--- src/rtl/uart_cmd_pkg.sv ---
// Shared types, character constants and hex helper for the UART command transmitter.
package uart_cmd_pkg;

    localparam int unsigned CMD_W = 8;
    localparam int unsigned ADR_W = 32;
    localparam int unsigned DAT_W = 32;

    localparam logic [7:0] CHR_SP = 8'h20;
    localparam logic [7:0] CHR_CR = 8'h0D;
    localparam logic [7:0] CHR_LF = 8'h0A;

    // Line formatter states, in emission order.
    typedef enum logic [2:0] {
        ST_IDLE,
        ST_CMD,
        ST_ADR,
        ST_SP,
        ST_DAT,
        ST_CR,
        ST_LF
    } fmt_state_t;

    // Captured command request.
    typedef struct packed {
        logic [CMD_W-1:0] cmd;
        logic [ADR_W-1:0] adr;
        logic [DAT_W-1:0] data;
        logic             has_data;
    } cmd_req_t;

    // Lowercase ASCII hex digit for one nibble.
    function automatic logic [7:0] hex2ascii(input logic [3:0] nib);
        if (nib < 4'd10) return 8'h30 + 8'(nib);
        else             return 8'h57 + 8'(nib);
    endfunction

endpackage

--- src/rtl/uart_tx_serial.sv ---
// 8N1 byte serializer with a valid/ready byte input.
//   clk, rst_n    : clock, synchronous active-low reset
//   byte_data     : byte to send, taken when byte_valid & byte_ready
//   byte_valid    : byte offered by the formatter
//   byte_ready    : idle, or in the final cycle of a stop bit
//   tx            : serial line, idle high
//   tx_busy       : a frame is in progress
module uart_tx_serial #(
    parameter int unsigned CLK_DIV = 434
) (
    input  logic       clk,
    input  logic       rst_n,
    input  logic [7:0] byte_data,
    input  logic       byte_valid,
    output logic       byte_ready,
    output logic       tx,
    output logic       tx_busy
);

    localparam int unsigned BAUD_W = (CLK_DIV > 2) ? $clog2(CLK_DIV) : 1;
    localparam int unsigned BIT_W  = 4;
    localparam logic [BAUD_W-1:0] BAUD_LAST = BAUD_W'(CLK_DIV - 1);
    localparam logic [BIT_W-1:0]  BIT_STOP  = BIT_W'(9);
    localparam logic [BIT_W-1:0]  BIT_D7    = BIT_W'(8);

    logic [BAUD_W-1:0] baud_q;
    logic [BIT_W-1:0]  bit_q;
    logic [7:0]        sh_q;
    logic              bit_end;

    assign bit_end    = (baud_q == BAUD_LAST);
    // Ready in the last stop-bit cycle so back-to-back frames have no gap.
    assign byte_ready = ~tx_busy | (bit_end & (bit_q == BIT_STOP));

    // Baud/bit counters and LSB-first shift register.
    always_ff @(posedge clk) begin
        if (!rst_n) begin
            tx      <= 1'b1;
            tx_busy <= 1'b0;
            baud_q  <= '0;
            bit_q   <= '0;
            sh_q    <= '0;
        end else if (byte_valid && byte_ready) begin
            tx      <= 1'b0;
            tx_busy <= 1'b1;
            baud_q  <= '0;
            bit_q   <= '0;
            sh_q    <= byte_data;
        end else if (tx_busy) begin
            if (bit_end) begin
                baud_q <= '0;
                if (bit_q == BIT_STOP) begin
                    tx      <= 1'b1;
                    tx_busy <= 1'b0;
                    bit_q   <= '0;
                end else begin
                    bit_q <= bit_q + BIT_W'(1);
                    if (bit_q == BIT_D7) begin
                        tx <= 1'b1;
                    end else begin
                        tx   <= sh_q[0];
                        sh_q <= {1'b1, sh_q[7:1]};
                    end
                end
            end else begin
                baud_q <= baud_q + BAUD_W'(1);
            end
        end
    end

endmodule

--- src/rtl/uart_cmd_tx.sv ---
// Formats a command request as an ASCII line and sends it 8N1 on tx.
//   clk, rst_n    : clock, synchronous active-low reset
//   req_valid/req_ready : request handshake; ready only while not busy
//   req_cmd, req_adr, req_data, req_has_data : request fields
//   tx            : serial output, idle high
//   busy          : a line is being formatted or transmitted
module uart_cmd_tx
    import uart_cmd_pkg::*;
#(
    parameter int unsigned CLK_DIV = 434
) (
    input  logic             clk,
    input  logic             rst_n,
    input  logic             req_valid,
    output logic             req_ready,
    input  logic [CMD_W-1:0] req_cmd,
    input  logic [ADR_W-1:0] req_adr,
    input  logic [DAT_W-1:0] req_data,
    input  logic             req_has_data,
    output logic             tx,
    output logic             busy
);

    fmt_state_t state_q, state_d;
    logic [2:0] nib_q, nib_d;
    cmd_req_t   req_q;
    logic [7:0] byte_data;
    logic       byte_valid;
    logic       byte_ready;
    logic       tx_busy;
    logic       accept;
    logic       xfer;
    logic       busy_d;
    logic [31:0] sel_word;
    logic [3:0] nibble;

    assign accept     = req_valid & req_ready;
    assign byte_valid = (state_q != ST_IDLE);
    assign xfer       = byte_valid & byte_ready;
    // Serializer stays busy if it takes a byte or is mid-frame.
    assign busy_d     = (state_d != ST_IDLE) | byte_valid | (tx_busy & ~byte_ready);

    // Nibble select: nib_q counts 7..0, MSB nibble first.
    assign sel_word = (state_q == ST_DAT) ? req_q.data : req_q.adr;
    assign nibble   = 4'(sel_word >> {nib_q, 2'b00});

    // Byte presented for the current formatter state.
    always_comb begin
        byte_data = '0;
        case (state_q)
            ST_CMD:  byte_data = req_q.cmd;
            ST_ADR:  byte_data = hex2ascii(nibble);
            ST_SP:   byte_data = CHR_SP;
            ST_DAT:  byte_data = hex2ascii(nibble);
            ST_CR:   byte_data = CHR_CR;
            ST_LF:   byte_data = CHR_LF;
            default: byte_data = '0;
        endcase
    end

    // Formatter next state; advances only on an accepted byte.
    always_comb begin
        state_d = state_q;
        nib_d   = nib_q;
        case (state_q)
            ST_IDLE: if (accept) state_d = ST_CMD;
            ST_CMD: if (xfer) begin
                state_d = ST_ADR;
                nib_d   = 3'd7;
            end
            ST_ADR: if (xfer) begin
                if (nib_q == 3'd0) state_d = req_q.has_data ? ST_SP : ST_CR;
                else               nib_d   = nib_q - 3'd1;
            end
            ST_SP: if (xfer) begin
                state_d = ST_DAT;
                nib_d   = 3'd7;
            end
            ST_DAT: if (xfer) begin
                if (nib_q == 3'd0) state_d = ST_CR;
                else               nib_d   = nib_q - 3'd1;
            end
            ST_CR:   if (xfer) state_d = ST_LF;
            ST_LF:   if (xfer) state_d = ST_IDLE;
            default: state_d = ST_IDLE;
        endcase
    end

    // State, capture and registered status outputs.
    always_ff @(posedge clk) begin
        if (!rst_n) begin
            state_q   <= ST_IDLE;
            nib_q     <= '0;
            req_q     <= '0;
            busy      <= 1'b0;
            req_ready <= 1'b1;
        end else begin
            state_q   <= state_d;
            nib_q     <= nib_d;
            busy      <= busy_d;
            req_ready <= ~busy_d;
            if (accept) begin
                req_q.cmd      <= req_cmd;
                req_q.adr      <= req_adr;
                req_q.data     <= req_data;
                req_q.has_data <= req_has_data;
            end
        end
    end

    uart_tx_serial #(
        .CLK_DIV (CLK_DIV)
    ) u_serial (
        .clk        (clk),
        .rst_n      (rst_n),
        .byte_data  (byte_data),
        .byte_valid (byte_valid),
        .byte_ready (byte_ready),
        .tx         (tx),
        .tx_busy    (tx_busy)
    );

endmodule

--- config.mk ---
export PLATFORM = sky130hd
export DESIGN_NAME = uart_cmd_tx
export DESIGN_NICKNAME = d
export VERILOG_FILES = /design/src/rtl/uart_cmd_pkg.sv /design/src/rtl/uart_tx_serial.sv /design/src/rtl/uart_cmd_tx.sv
export SDC_FILE = /design/constraint.sdc
export NUM_CORES = 1
export LEC_CHECK = 0
export CORE_ASPECT_RATIO = 1.2
export CORE_UTILIZATION = 40
export CTS_BUF_LIST = sky130_fd_sc_hd__clkbuf_2
export CTS_CLUSTER_DIAMETER = 60
export DETAILED_ROUTE_END_ITERATION = 10
export PLACE_DENSITY = 0.63
export SLEW_MARGIN = 20
export SYNTH_ARGS = -nofsm -noshare
export SYNTH_HDL_FRONTEND = slang
export SYNTH_SLANG_ARGS = --single-unit
--- constraint.sdc ---
create_clock -name clk -period 5.3 [get_ports clk]
set_input_delay 1.06 -clock clk [delete_from_list [all_inputs] [get_ports clk]]
set_output_delay 1.06 -clock clk [all_outputs]
set_load 0.01 [all_outputs]
==> metrics.cfg <==
[clocking]
clock_latency_ns = 0.61
cts_tree = done
h-tree-depth = 3
ctsLongestPathBuffers = 2
clkTransAtPathRegs_ns = 0.27
cts_made_buffers = 9
hold_buffers = 0
cts_resized = 0
root_buffer = clkbuf_2
cts.sinks = 104
post_cts_buffers = 0

[sta]
setup_viol = 0
slew_headroom_pct = 40.2
worst_slew_pin_slew_ns = 0.897
fmax_mhz = 294
tns_ns = 0
maxSlewViolCount = 0
fin_worst_skew_ns = 0.0301
rsz0062_at_grt = false
final.setup.worst_slack_ns = 1.90
hold_violations = 0
min_period_ns = 3.40
period_share_pct = 64.1

[yosys]
avgSynthCellArea_um2 = 8.13
yosysWarnings = 0
synth_top_area_share_pct = 42.2
synth.distinct_cells = 55
synth_cells = 607
syn-cell-area_um2 = 4940
synth_ff_type = dfxtp_1
synth_area_leaders = dfxtp_1 42%, nand2_1 15%, a21boi_0 11%
ys_ff_latch = 104
async_flop_share_pct = 0
seq_area_frac_synth_pct = 42.2
syn-num-nets = 688
synth_common_cells = 199 x nand2_1, 104 x dfxtp_1, 74 x a21boi_0, 33 x nor2_1, 26 x clkbuf_1
synth-edff-count = 0
synth_top_area_cell = dfxtp_1
yosysMostFrequentCell = nand2_1

[finish]
diodes = 0
fin_nets = 742
fillers = 1212
final_util_pct = 48.7
layout-drive-gt1-share_pct = 4.80
multi_input_area_um2 = 2650
ff_latch_area_um2 = 2080
instances_no_fill = 827
syn2layout_area_growth_pct = 18.9

[status]
outcome = finished clean

[grt]
grt_use_total_pct = 19.3
grt_pass1_vias = 3937
grt_pass1_wl_mm = 19.0
grt_overflow = 0
grt_max_degree = 93
antenna_found_initial = 0

[worst_setup_path]
crit_fanout = 18
reg2reg_from = state_q[2]$_SDFF_PN0_
critPathCaptureType = flip-flop
path_class = flip-flop to flip-flop
critPathLaunchType = flip-flop
reg2reg_depth = 9
r2r_end = u_serial.sh_q[2]$_SDFFE_PN0P_
ff2ff_setup_slack_ns = 1.90
cp_data_arrival_time_ns = 3.94
required_ns = 5.84

[detailed_routing]
drt_iter0_markers = 163
dr.pass1.iters = 4
viasPerCell = 5.10
wl_per_cell_um = 14.3
via_count = 4218
drc = 0
drt-total-wl_mm = 11.8
ant_nets = 0

[flow_run]
drv_cap = 0

[floorplanning]
fp.dieArea_um2 = 12800
core_area_um2 = 12100
die_w_um = 103
start_util_pct = 40.9
ioPinCount = 79
die_h_um = 124
num_rows = 44

[hold_path]
min_from = req_q[26]$_SDFFE_PN0P_
holdPathEnd = req_q[26]$_SDFFE_PN0P_
min_path_type = flip-flop to flip-flop
min_path_cells = 2

[placement]
io_buffers = 78
hpwlAfterDp_mm = 8.61
placedCellCount = 811
gp_congestion = 0.869
dp_slack_ns = 1.99

[pwr]
max-vdd-ir-drop_mv = 0.129
powerDensity_nw_per_um2 = 397
leakage_uw = 0.00208

## layout by cell type (no fill, tap or decap), drive strengths merged, types with 3 or more instances in the layout
master	count
o21ai	15
nor3	6
dfxtp	104
nand4	6
and2	5
mux2i	13
nand3	8
nand2	199
clkdlybuf4s50	77
nor2	33
o21a	3
nor2b	5
a21oi	16
inv	12
buf	5
xor2	7
ha	5
a41oi	3
clkbuf	9
mux4	5
a32oi	11
xnor2	5
clkinv	4
nor3b	4
a31oi	3
a21boi	74
## worst max-delay path by stage
| stage | from | end | slack [ns] | depth (start not counted) |
|---|---|---|---|---|
| global route | state_q[2]$_SDFF_PN0_ | u_serial.sh_q[2]$_SDFFE_PN0P_ | 1.64 | 9 |
| CTS | state_q[2]$_SDFF_PN0_ | u_serial.sh_q[2]$_SDFFE_PN0P_ | 1.90 | 9 |
| detailed placement | state_q[2]$_SDFF_PN0_ | u_serial.sh_q[2]$_SDFFE_PN0P_ | 1.99 | 9 |
| floorplan | state_q[0]$_SDFF_PN0_ | u_serial.sh_q[2]$_SDFFE_PN0P_ | 2.85 | 10 |
| finish | state_q[2]$_SDFF_PN0_ | u_serial.sh_q[2]$_SDFFE_PN0P_ | 1.90 | 9 |
| global placement | state_q[2]$_SDFF_PN0_ | u_serial.sh_q[2]$_SDFFE_PN0P_ | 2.12 | 9 |
## final cells by class
class                   count  area share, %
flip-flops and latches    104           35.5
multi-input cells         455           45.1
clock buffers               9          0.767
well taps                 161           3.43
repair buffers             82           13.7
clock inverters             7          0.916
inverters                   9          0.575
## state kept, by name (all words and copies together) (netlist names)
name,flops
req_q,73
u_serial.tx_busy,1
u_serial.sh_q,8
req_ready,1
u_serial.bit_q,4
u_serial.tx,1
state_q,3
nib_q,3
busy,1
u_serial.baud_q,9
## through the flow
step	area (um^2)	power [uW]	hold WS, ns
after detailed placement	5770	2000	0.462
after floorplan	4940	1740	0.439
final	5870	2330	0.485
after CTS	5870	2350	0.491
after global routing	5870	2520	0.509
after global placement	5770	1990	0.456
## worst max-delay path, stage by stage, from the launching register on
cell and delay (ns):
dfxtp_1 0.70, nor3b_4 0.84, buf_4 0.31, mux4_2 0.30
mux4_2 0.46, inv_1 0.11, ha_1 0.19, and4b_1 0.20
o21ai_1 0.08, a41oi_2 0.17
## power breakdown
| part | total, uW | switching, uW | leakage [uW] | internal (uW) |
|---|---|---|---|---|
| combinational | 927 | 538 | 0.00117 | 389 |
| sequential | 1050 | 141 | 0.000852 | 913 |
| clock | 351 | 282 | 0.0000639 | 68.5 |
| total | 2330 | 961 | 0.00208 | 1370 |
## layer usage
metal	GRT usage [%]	vias up	wire, um	share of wire [%]
met5	0	-	0	0
met3	3.42	13	309	2.6
met2	34.1	72	5940	50
met1	23.8	1949	5330	45
li1	-	2184	-	-
met4	5.19	0	208	1.8
## cells by family after synthesis
group           count (synthesis)  synth area share, %
flops                         104                 42.2
xor+xnor                       12                 2.13
compound gates                146                 21.6
buf+inv                        48                 4.23
fa+ha+maj                       5                 1.27
mux                            18                 4.99
simple gates                  274                 23.5
Note: power is estimated with default switching activity, not from simulation.
